===== config.mk =====
export PLATFORM = sky130hd
export DESIGN_NAME = button_event_latch
export DESIGN_NICKNAME = d
export VERILOG_FILES = /design/src/rtl/button_event_latch.sv
export SDC_FILE = /design/constraint.sdc
export NUM_CORES = 1
export LEC_CHECK = 0
export ABC_AREA = 1
export BUFFER_PORTS_ARGS = -buffer_cell sky130_fd_sc_hd__buf_2
export CAP_MARGIN = 10
export CORE_MARGIN = 2
export CORE_UTILIZATION = 45
export DETAILED_ROUTE_END_ITERATION = 12
export MAX_ROUTING_LAYER = met4
export PLACE_DENSITY = 0.75
export SLEW_MARGIN = 25
export SYNTH_ARGS = -nofsm -noshare
export SYNTH_HDL_FRONTEND = slang
export SYNTH_SLANG_ARGS = --single-unit

===== constraint.sdc =====
create_clock -name clock -period 3.5 [get_ports clock]
set_input_delay 0.7 -clock clock [delete_from_list [all_inputs] [get_ports clock]]
set_output_delay 0.7 -clock clock [all_outputs]
set_load 0.1 [all_outputs]

===== src/rtl/button_event_latch.sv =====
// Four debounced pushbuttons feeding a one-deep press-event holding register
// that a processor reads through a single 32-bit word.
module button_event_latch #(
  parameter int unsigned DEBOUNCE_CYCLES = 500000
) (
  input  logic        clock,
  input  logic        reset,
  input  logic        red_button,
  input  logic        blue_button,
  input  logic        green_button,
  input  logic        yellow_button,
  input  logic        rd_en,
  output logic [31:0] data_out,
  output logic        event_valid,
  output logic [3:0]  btn_level
);

  localparam int unsigned CW = $clog2(DEBOUNCE_CYCLES);
  localparam logic [CW-1:0] CNT_MAX = CW'(DEBOUNCE_CYCLES - 1);

  // Bit index doubles as the color code: 0 red, 1 blue, 2 green, 3 yellow.
  logic [3:0]    w_raw;
  logic [3:0]    r_meta;
  logic [3:0]    r_sync;
  logic [3:0]    r_samp;
  logic [3:0]    r_stable;
  logic [CW-1:0] r_cnt [4];
  logic [3:0]    w_differ;
  logic [3:0]    w_done;
  logic [3:0]    w_rise;
  logic [1:0]    w_new_color;
  logic          w_any_event;
  logic [1:0]    r_color;
  logic          r_valid;
  logic          r_overflow;

  assign w_raw = {yellow_button, green_button, blue_button, red_button};

  // Two-flop synchronizer, then one sample register so a level change lands
  // exactly DEBOUNCE_CYCLES+2 edges after the raw input moves.
  // NOTE: every sequential block uses non-blocking assignments so all flops
  // sample the pre-edge values, regardless of statement order.
  always_ff @(posedge clock) begin
    if (reset) begin
      r_meta <= '0;
      r_sync <= '0;
      r_samp <= '0;
    end else begin
      r_meta <= w_raw;
      r_sync <= r_meta;
      r_samp <= r_sync;
    end
  end

  always_comb begin
    for (int i = 0; i < 4; i++) begin
      w_differ[i] = r_samp[i] ^ r_stable[i];
      w_done[i]   = w_differ[i] && (r_cnt[i] == CNT_MAX);
    end
  end

  // A completed debounce toward 1 is a press; releases are silent.
  assign w_rise      = w_done & r_samp;
  assign w_any_event = |w_rise;

  // NOTE: the counter array is small flop storage, not a RAM, so it is
  // cleared in the reset branch like any other register.
  always_ff @(posedge clock) begin
    if (reset) begin
      r_stable <= '0;
      for (int i = 0; i < 4; i++) r_cnt[i] <= '0;
    end else begin
      for (int i = 0; i < 4; i++) begin
        if (!w_differ[i]) begin
          r_cnt[i] <= '0;
        end else if (w_done[i]) begin
          r_stable[i] <= r_samp[i];
          r_cnt[i]    <= '0;
        end else begin
          r_cnt[i] <= r_cnt[i] + CW'(1);
        end
      end
    end
  end

  // NOTE: the default assignment before the loop keeps this purely
  // combinational; without it the encoder would infer a latch.
  always_comb begin
    w_new_color = 2'd0;
    for (int i = 3; i >= 0; i--) begin
      if (w_rise[i]) w_new_color = 2'(i);
    end
  end

  always_ff @(posedge clock) begin
    if (reset) begin
      r_color    <= 2'd0;
      r_valid    <= 1'b0;
      r_overflow <= 1'b0;
    end else if (rd_en) begin
      // A read retires the pending event; a coincident press replaces it.
      r_valid    <= w_any_event;
      r_overflow <= 1'b0;
      if (w_any_event) r_color <= w_new_color;
    end else if (w_any_event) begin
      if (r_valid) begin
        r_overflow <= 1'b1;
      end else begin
        r_color <= w_new_color;
        r_valid <= 1'b1;
      end
    end
  end

  assign data_out    = {28'd0, r_overflow, r_valid, r_color};
  assign event_valid = r_valid;
  assign btn_level   = r_stable;

endmodule


### Word level (Yosys, flattened, before mapping)

Memories as Yosys holds them, arrays and structs flattened.
Cells that the tools add are included.

| word-level totals | value |
|---|---|
| output and inout port bits | 37 |
| memory bits (writable) | 76 |
| word-level logic and storage cells | 118 |
| input bits | 7 |
| bits in registers | 20 |
| memories | 1 |

Memories:

| name | words | bits a word | read ports | clocked after memory_dff | write ports | line | text |
|---|---|---|---|---|---|---|---|
| r_cnt | 4 | 19 | 4 | 0 | 4 | 27 | `logic [CW-1:0] r_cnt [4];` |

| cells by class | value |
|---|---|
| muxes and demuxes | 68 |
| add/sub/neg operators | 4 |
| bitwise logic cells | 17 |
| equal/unequal tests | 5 |
| reduce and logical (&&, ||, !) cells | 13 |

Operators by type and width:

| operator | number |
|---|---|
| 2-to-1 mux 19 bit | 12 |
| adder 19 x 1 -> 19 bit, second input constant | 4 |
| == test 19 bit, second input constant | 4 |
| 2-to-1 mux 1 bit | 48 |
| 2-to-1 mux 2 bit | 8 |
| bitwise OR 1 bit | 12 |
| AND reduction 2 bit | 6 |
| bitwise AND 4 bit | 1 |
| logical AND 1 bit | 4 |
| OR reduction 4 bit | 1 |
| bitwise XOR 1 bit | 4 |
| inequality test 2 bit, second input constant | 1 |
| nonzero test 2 bit | 1 |
| OR reduction 2 bit | 1 |

### Longest topological paths before layout

Gate-level depths: netlist (run 1).
An unclocked memory read counts as a cell.

| depth | value |
|---|---|
| depth after elaboration | 11 |
| mapped depth | 12 |
| depth with buffers taken out | 12 |

### Least setup slack after synthesis (run 1)

OpenSTA, ideal clock, no wires.

| timing | value |
|---|---|
| path type | register to output |
| from | reg r_valid, in the netlist event_valid |
| to | out data_out[2] |
| data arrival time | 1.373 ns |
| setup slack | 1.427 ns |
| cell stages (with the launch flop) | 2 |
| required time | 2.800 ns |
| buffers on the path | 1 |
| cell sequence | dfxtp_1 -> buf_4 |

RTL lines:

| what | line | text |
|---|---|---|
| from (decl) | 34 | `logic r_valid;` |
| from (signal assigned) | 102 | `r_valid <= w_any_event;` |
| to (decl) | 13 | `output logic [31:0] data_out,` |

No word-level cell between the ends.

==> flow_summary.toml, run 1 <==
[status]
status = "complete, no violations"

[critical_path]
crit_family = "compound AO/OA/AOI/OAI gates"
crit_slowest_cell = "o21ai_2"
crit_required_ps = 3590
cp-end-kind = "flop"
crit_path_start_kind = "flop"
r2r_setup_slack_ps = 1480
cp_cell_sequence = "ha_1, nand2_1, nor2_1, nand4_1, o21ai_2, inv_2, o21ai_0, a21oi_1"
critPathKind = "flop to flop"
cp_slowest_stage_delay_ps = 570
cp_max_fo = 17
arrival_ps = 2110
path_buf_inv = 1

[final_layout]
ff_latch_area_sq_um = 2680
layout-area-overhead-vs-synth_pct = 12.1
layout_common_cells = "conb_1, nor2_1, nand2_1"
final_common_cell = "conb_1"
finalNetCount = 736
antenna_cells = 0
final_core_util = 0.516
nFillCells = 1105
layout-drive-gt1-share = 0.115
multi_input_area_sq_um = 2580

[power]
ir_drop_uv = 204
power_frac_comb = 0.092
p_leak_nw = 2.65
seqPwrFrac = 0.531
power.total_mw = 2.47
p_int_mw = 1.82
powerDensity_nw_per_um2 = 400
switching_share = 0.261
p_sw_mw = 0.644
clockPowerShare = 0.378

[cts]
htreeDepth = 3
clk_pin_slew_ps = 60
cts_buffer_depth = 2
numCtsBuffers = 9
clock-sinks = 96
hold_buffers = 0
clockRootBuffer = "clkbuf_16"
post_cts_resized = 0
clk_latency_ps = 340
cts_tree = "built"
post-cts-setup-buffer-count = 0

[logic_synthesis]
synth-seq-cells = 96
ys.warnings.count = 0
netlist_area_sq_um = 5500
syn_inst = 633
ys_seq_area_frac = 0.488
synth.distinct_cells = 42
syn_avg_cell_area_sq_um = 8.69

[routing]
dr.pass1.iters = 4
route.vias.total = 3977
drt_iter0_markers = 254
drc = 0
routed_wl_mm = 9.30
antenna_left = 0
wl_per_cell_um = 10.6
avgViaCountPerCell = 4.53

[place]
gp_congestion = 0.828
hpwl_mm = 7.06
portBuffers = 15
dp_slack_ps = 1410

[floorplanning]
dieArea_sq_um = 13100
dieWidth_um = 115
coreArea_sq_um = 12000
initial_utilization = 0.460
chipHeight_um = 115
fp-row-count = 40
num_io_pins = 44

[global_route]
met3_usage = 0.0212
grt_pass1_wl_mm = 16.6
busiest_layer = "met2"
use_met1 = 0.211
grt_util_met2 = 0.255
grt_pass1_vias = 3779
grt_max_degree = 19
gr-usage-all-layers = 0.161
gr-total-overflow = 0
antenna_found_initial = 0

[sta]
hold_violations = 0
finalWorstPathRequiredPeriod_ps = 2020
rsz0062_at_grt = "false"
maxSlewViolCount = 0
fin_crit_sh = 0.578
fin_setup_tns_ps = 0
fmax_mhz = 494
fin_skew_ps = 7.07
worst_pin_slew_ps = 686
setup_slack_ps = 1480
setup_viol = 0
max_slew_margin = 0.543

[min_path]
min_path_type = "flop to flop"

[run]
max-cap-violations = 0
==> metal layers <==
layer | part of all wire | up-vias
met3 | 0.026 | 15
met4 | 0.017 | 0
met1 | 0.48 | 1804
met5 | 0 | -
met2 | 0.47 | 43
li1 | - | 2115
==> final timing paths <==
kind / from / endpoint / depth (start not counted)
worst max-delay path: r_cnt[3][0]$_SDFFCE_PN0P_ / r_cnt[3][11]$_SDFFCE_PN0P_ / 8
worst min-delay path: r_meta[2]$_SDFF_PP0_ / r_sync[2]$_SDFF_PP0_ / 2
worst max register to register: r_cnt[3][0]$_SDFFCE_PN0P_ / r_cnt[3][11]$_SDFFCE_PN0P_ / 8
worst min register to register: r_meta[2]$_SDFF_PP0_ / r_sync[2]$_SDFF_PP0_ / 2
==> per-stage QoR <==
step                hold WS (ps)  area (sq um)  std cells
floorplan                    388          5880        735
detailed placement           393          5890        861
CTS                          402          6170        877
global placement             393          5890        861
global route                 419          6170        877
finish                       402          6170        877
==> sequential cells by signal (all words and copies together) (netlist names) <==
register / count
r_sync: 4
r_overflow: 1
r_color: 2
r_cnt: 76
btn_level: 4
r_samp: 4
r_meta: 4
event_valid: 1
==> power groups by stage <==
stage          sequential, mW  clock [mW]  combinational (mW)
2_1_floorplan            1.32           0               0.234
3_5_place_dp             1.33           0               0.223
4_1_cts                  1.31       0.959               0.224
3_3_place_gp             1.33           0               0.222
6_report                 1.31       0.931               0.226
5_1_grt                  1.31       0.997               0.247
==> final cells by class <==
type,count,area share
clock buffer,12,0.0416
clock inverter,4,0.00426
inverter,98,0.0596
multi-input combinational,505,0.418
sequential,96,0.435
tap,147,0.0298
timing repair buffer,15,0.0122
==> cell usage after synthesis (all sizes together) <==
cell type,instances,area share
nor3b,3,0.0041
nor3,30,0.036
ha,4,0.0091
a21boi,1,0.0014
o21a,3,0.0041
nor2,115,0.090
conb,2,0.0014
o21ai,11,0.011
xor2,26,0.041
clkbuf,1,0.00068
nand2,100,0.070
inv,98,0.067
a211oi,2,0.0027
or2,4,0.0045
xnor2,8,0.013
dfxtp,20,0.073
buf,35,0.046
edfxtp,76,0.41
and3,1,0.0011
nand3b,2,0.0027
nor4,5,0.0091
a31o,1,0.0016
nand4,15,0.021
a21oi,32,0.030
nand3,38,0.045
==> kinds of logic (layout without fill, tap and decap cells) <==
| group | after synthesis | count (layout) | synth area share |
|---|---|---|---|
| simple gates | 313 | 313 | 0.283 |
| fa+ha+maj | 4 | 4 | 0.00910 |
| flops | 96 | 96 | 0.488 |
| other cells | 2 | 104 | 0.00137 |
| buf+inv | 134 | 129 | 0.114 |
| compound gates | 50 | 50 | 0.0509 |
| xor+xnor | 34 | 34 | 0.0541 |
==> worst reg2reg max path, stage by stage, from the launching register on <==
cell and delay (ps):
edfxtp_1 370, ha_1 170, nand2_1 60, nor2_1 190, nand4_1 160, o21ai_2 570, inv_2 80, o21ai_0 100
a21oi_1 60
Power figures use the tool's default switching activity.
==> run 2: changes to the inputs <==
==> constraint.sdc (replaced) <==
create_clock -name clock -period 2 [get_ports clock]
set_input_delay 0.4 -clock clock [delete_from_list [all_inputs] [get_ports clock]]
set_output_delay 0.4 -clock clock [all_outputs]
set_load 0.1 [all_outputs]
==> flow_summary.toml, run 2 (synthesis gave the netlist of run 1 again) <==
[power]
p_sw_mw = 1.18
power_frac_comb = 0.089
p_int_mw = 3.35
p_leak_nw = 2.70
clockPowerShare = 0.406
ir_drop_uv = 455
powerDensity_nw_per_um2 = 722
seqPwrFrac = 0.505
switching_share = 0.260

[cts]
numCtsBuffers = 9
clockRootBuffer = "clkbuf_16"
clk_pin_slew_ps = 70
htreeDepth = 3
clk_latency_ps = 340
clock-sinks = 96
cts_buffer_depth = 2
cts_tree = "built"

[sta]
fin_setup_tns_ps = 0
setup_viol = 0
fmax_mhz = 543
fin_crit_sh = 0.921
maxSlewViolCount = 0
finalWorstPathRequiredPeriod_ps = 1840
fin_skew_ps = 6.01
setup_slack_ps = 157
rsz0062_at_grt = "false"
hold_violations = 0

[global_route]
antenna_found_initial = 0
grt_pass1_wl_mm = 15.8
gr-total-overflow = 0
grt_pass1_vias = 3532
gr-usage-all-layers = 0.155
grt_max_degree = 18

[floorplanning]
coreArea_sq_um = 12000
initial_utilization = 0.460
fp-row-count = 40
chipHeight_um = 115
dieWidth_um = 115
dieArea_sq_um = 13100
num_io_pins = 44

[routing]
wl_per_cell_um = 10.5
drt-met1-wl_mm = 4.53
drc = 0
route.vias.total = 3979
top_layer_used = "met4"
avgViaCountPerCell = 4.50
routed_wl_mm = 9.24
drt_iter0_markers = 250
dr.pass1.iters = 4
dr_wl_met2_mm = 4.24
wl_met3_um = 329
antenna_left = 0

[critical_path]
cp_cell_sequence = "ha_2, nand3_1, nor3_2, nand2_1, nand3_2, buf_4, nor2_1"
cp_max_fo = 10
rr_startpoint = "r_cnt[1][0]$_SDFFCE_PN0P_"
r2r_setup_slack_ps = 160
arrival_ps = 1940
critPathKind = "flop to flop"
crit_required_ps = 2090
reg2reg_depth = 7
crit_path_start_kind = "flop"
r2r-end = "r_cnt[1][8]$_SDFFCE_PN0P_"
cp_slowest_stage_delay_ps = 400
cp-end-kind = "flop"
crit_slowest_cell = "edfxtp_1"

[min_path]
hold_depth = 3
holdCritStartpoint = "green_button"
min_to = "r_meta[2]$_SDFF_PP0_"
min_path_type = "primary input to flop"

[run]
max-cap-violations = 0

[final_layout]
layout-area-overhead-vs-synth_pct = 14.1
largest-register = "r_cnt"
post-route-cell-area_sq_um = 6270
layout-drive-gt1-share = 0.129
finalNetCount = 743
final_common_cell = "conb_1"
antenna_cells = 0
largest_reg_flops = 76
layout_common_cells = "conb_1, nor2_1, nand2_1"

[place]
hpwl_mm = 6.84
dp_slack_ps = 205
portBuffers = 15
placed_area_sq_um = 5930
gp_congestion = 0.845

[status]
status = "complete, no violations"
run 2: layer usage:
metal	GRT usage	vias to the layer above
li1	-	2122
met1	0.204	1781
met2	0.237	63
met3	0.0408	13
met4	0.0480	0
met5	-	-
run 2: power groups by stage:
stage / clock network, mW / logic, mW / registers, mW
after floorplan: 0 / 0.409 / 2.31
after global placement: 0 / 0.392 / 2.33
after detailed placement: 0 / 0.394 / 2.33
after CTS: 1.88 / 0.398 / 2.29
after global routing: 1.97 / 0.438 / 2.30
final: 1.84 / 0.402 / 2.29
run 2: layout make-up:
type                       instances  area (sq um)
tap                              147           184
multi-input combinational        505          2580
timing repair buffer              22           128
inverter                          98           368
clock buffer                      12           300
sequential                        96          2680
fill                            1087          5690
clock inverter                     4          28.8
run 2: worst max-delay path by stage:
| stage | slack, ps | depth (start not counted) | startpoint | endpoint |
|---|---|---|---|---|
| floorplan | 80 | 6 | btn_level[3]$_SDFFE_PP0P_ | r_cnt[3][10]$_SDFFCE_PN0P_ |
| finish | 160 | 7 | r_cnt[1][0]$_SDFFCE_PN0P_ | r_cnt[1][8]$_SDFFCE_PN0P_ |
| detailed placement | 200 | 8 | r_cnt[0][0]$_SDFFCE_PN0P_ | r_cnt[0][10]$_SDFFCE_PN0P_ |
| global route | 20 | 8 | r_cnt[0][0]$_SDFFCE_PN0P_ | r_cnt[0][10]$_SDFFCE_PN0P_ |
| CTS | 160 | 7 | r_cnt[1][0]$_SDFFCE_PN0P_ | r_cnt[1][8]$_SDFFCE_PN0P_ |
| global placement | 240 | 7 | r_cnt[0][0]$_SDFFCE_PN0P_ | r_cnt[0][8]$_SDFFCE_PN0P_ |
run 2: critical path, delay by kind of cell, from the launching register on:
| kind | cells | cell delay [ps] |
|---|---|---|
| adders and majority gates | 1 | 210 |
| buffers and inverters | 1 | 200 |
| DFF | 1 | 400 |
| and+or+nand+nor | 5 | 790 |
run 2: repair_timing:
action	4_1_cts	5_1_grt
hold endpoints to repair	0	0
gates resized for setup	0	3
hold buffers	0	0
buffers inserted	0	1
endpoints found under the setup margin	0	3
run 2: metrics by stage:
stage	hold slack, ps	std cells	power, mW	util
after floorplan	388	735	2.72	-
after global placement	392	867	2.72	0.496
after detailed placement	392	867	2.73	0.496
after CTS	251	883	4.57	0.523
after global routing	261	884	4.71	0.525
final	259	884	4.53	0.525
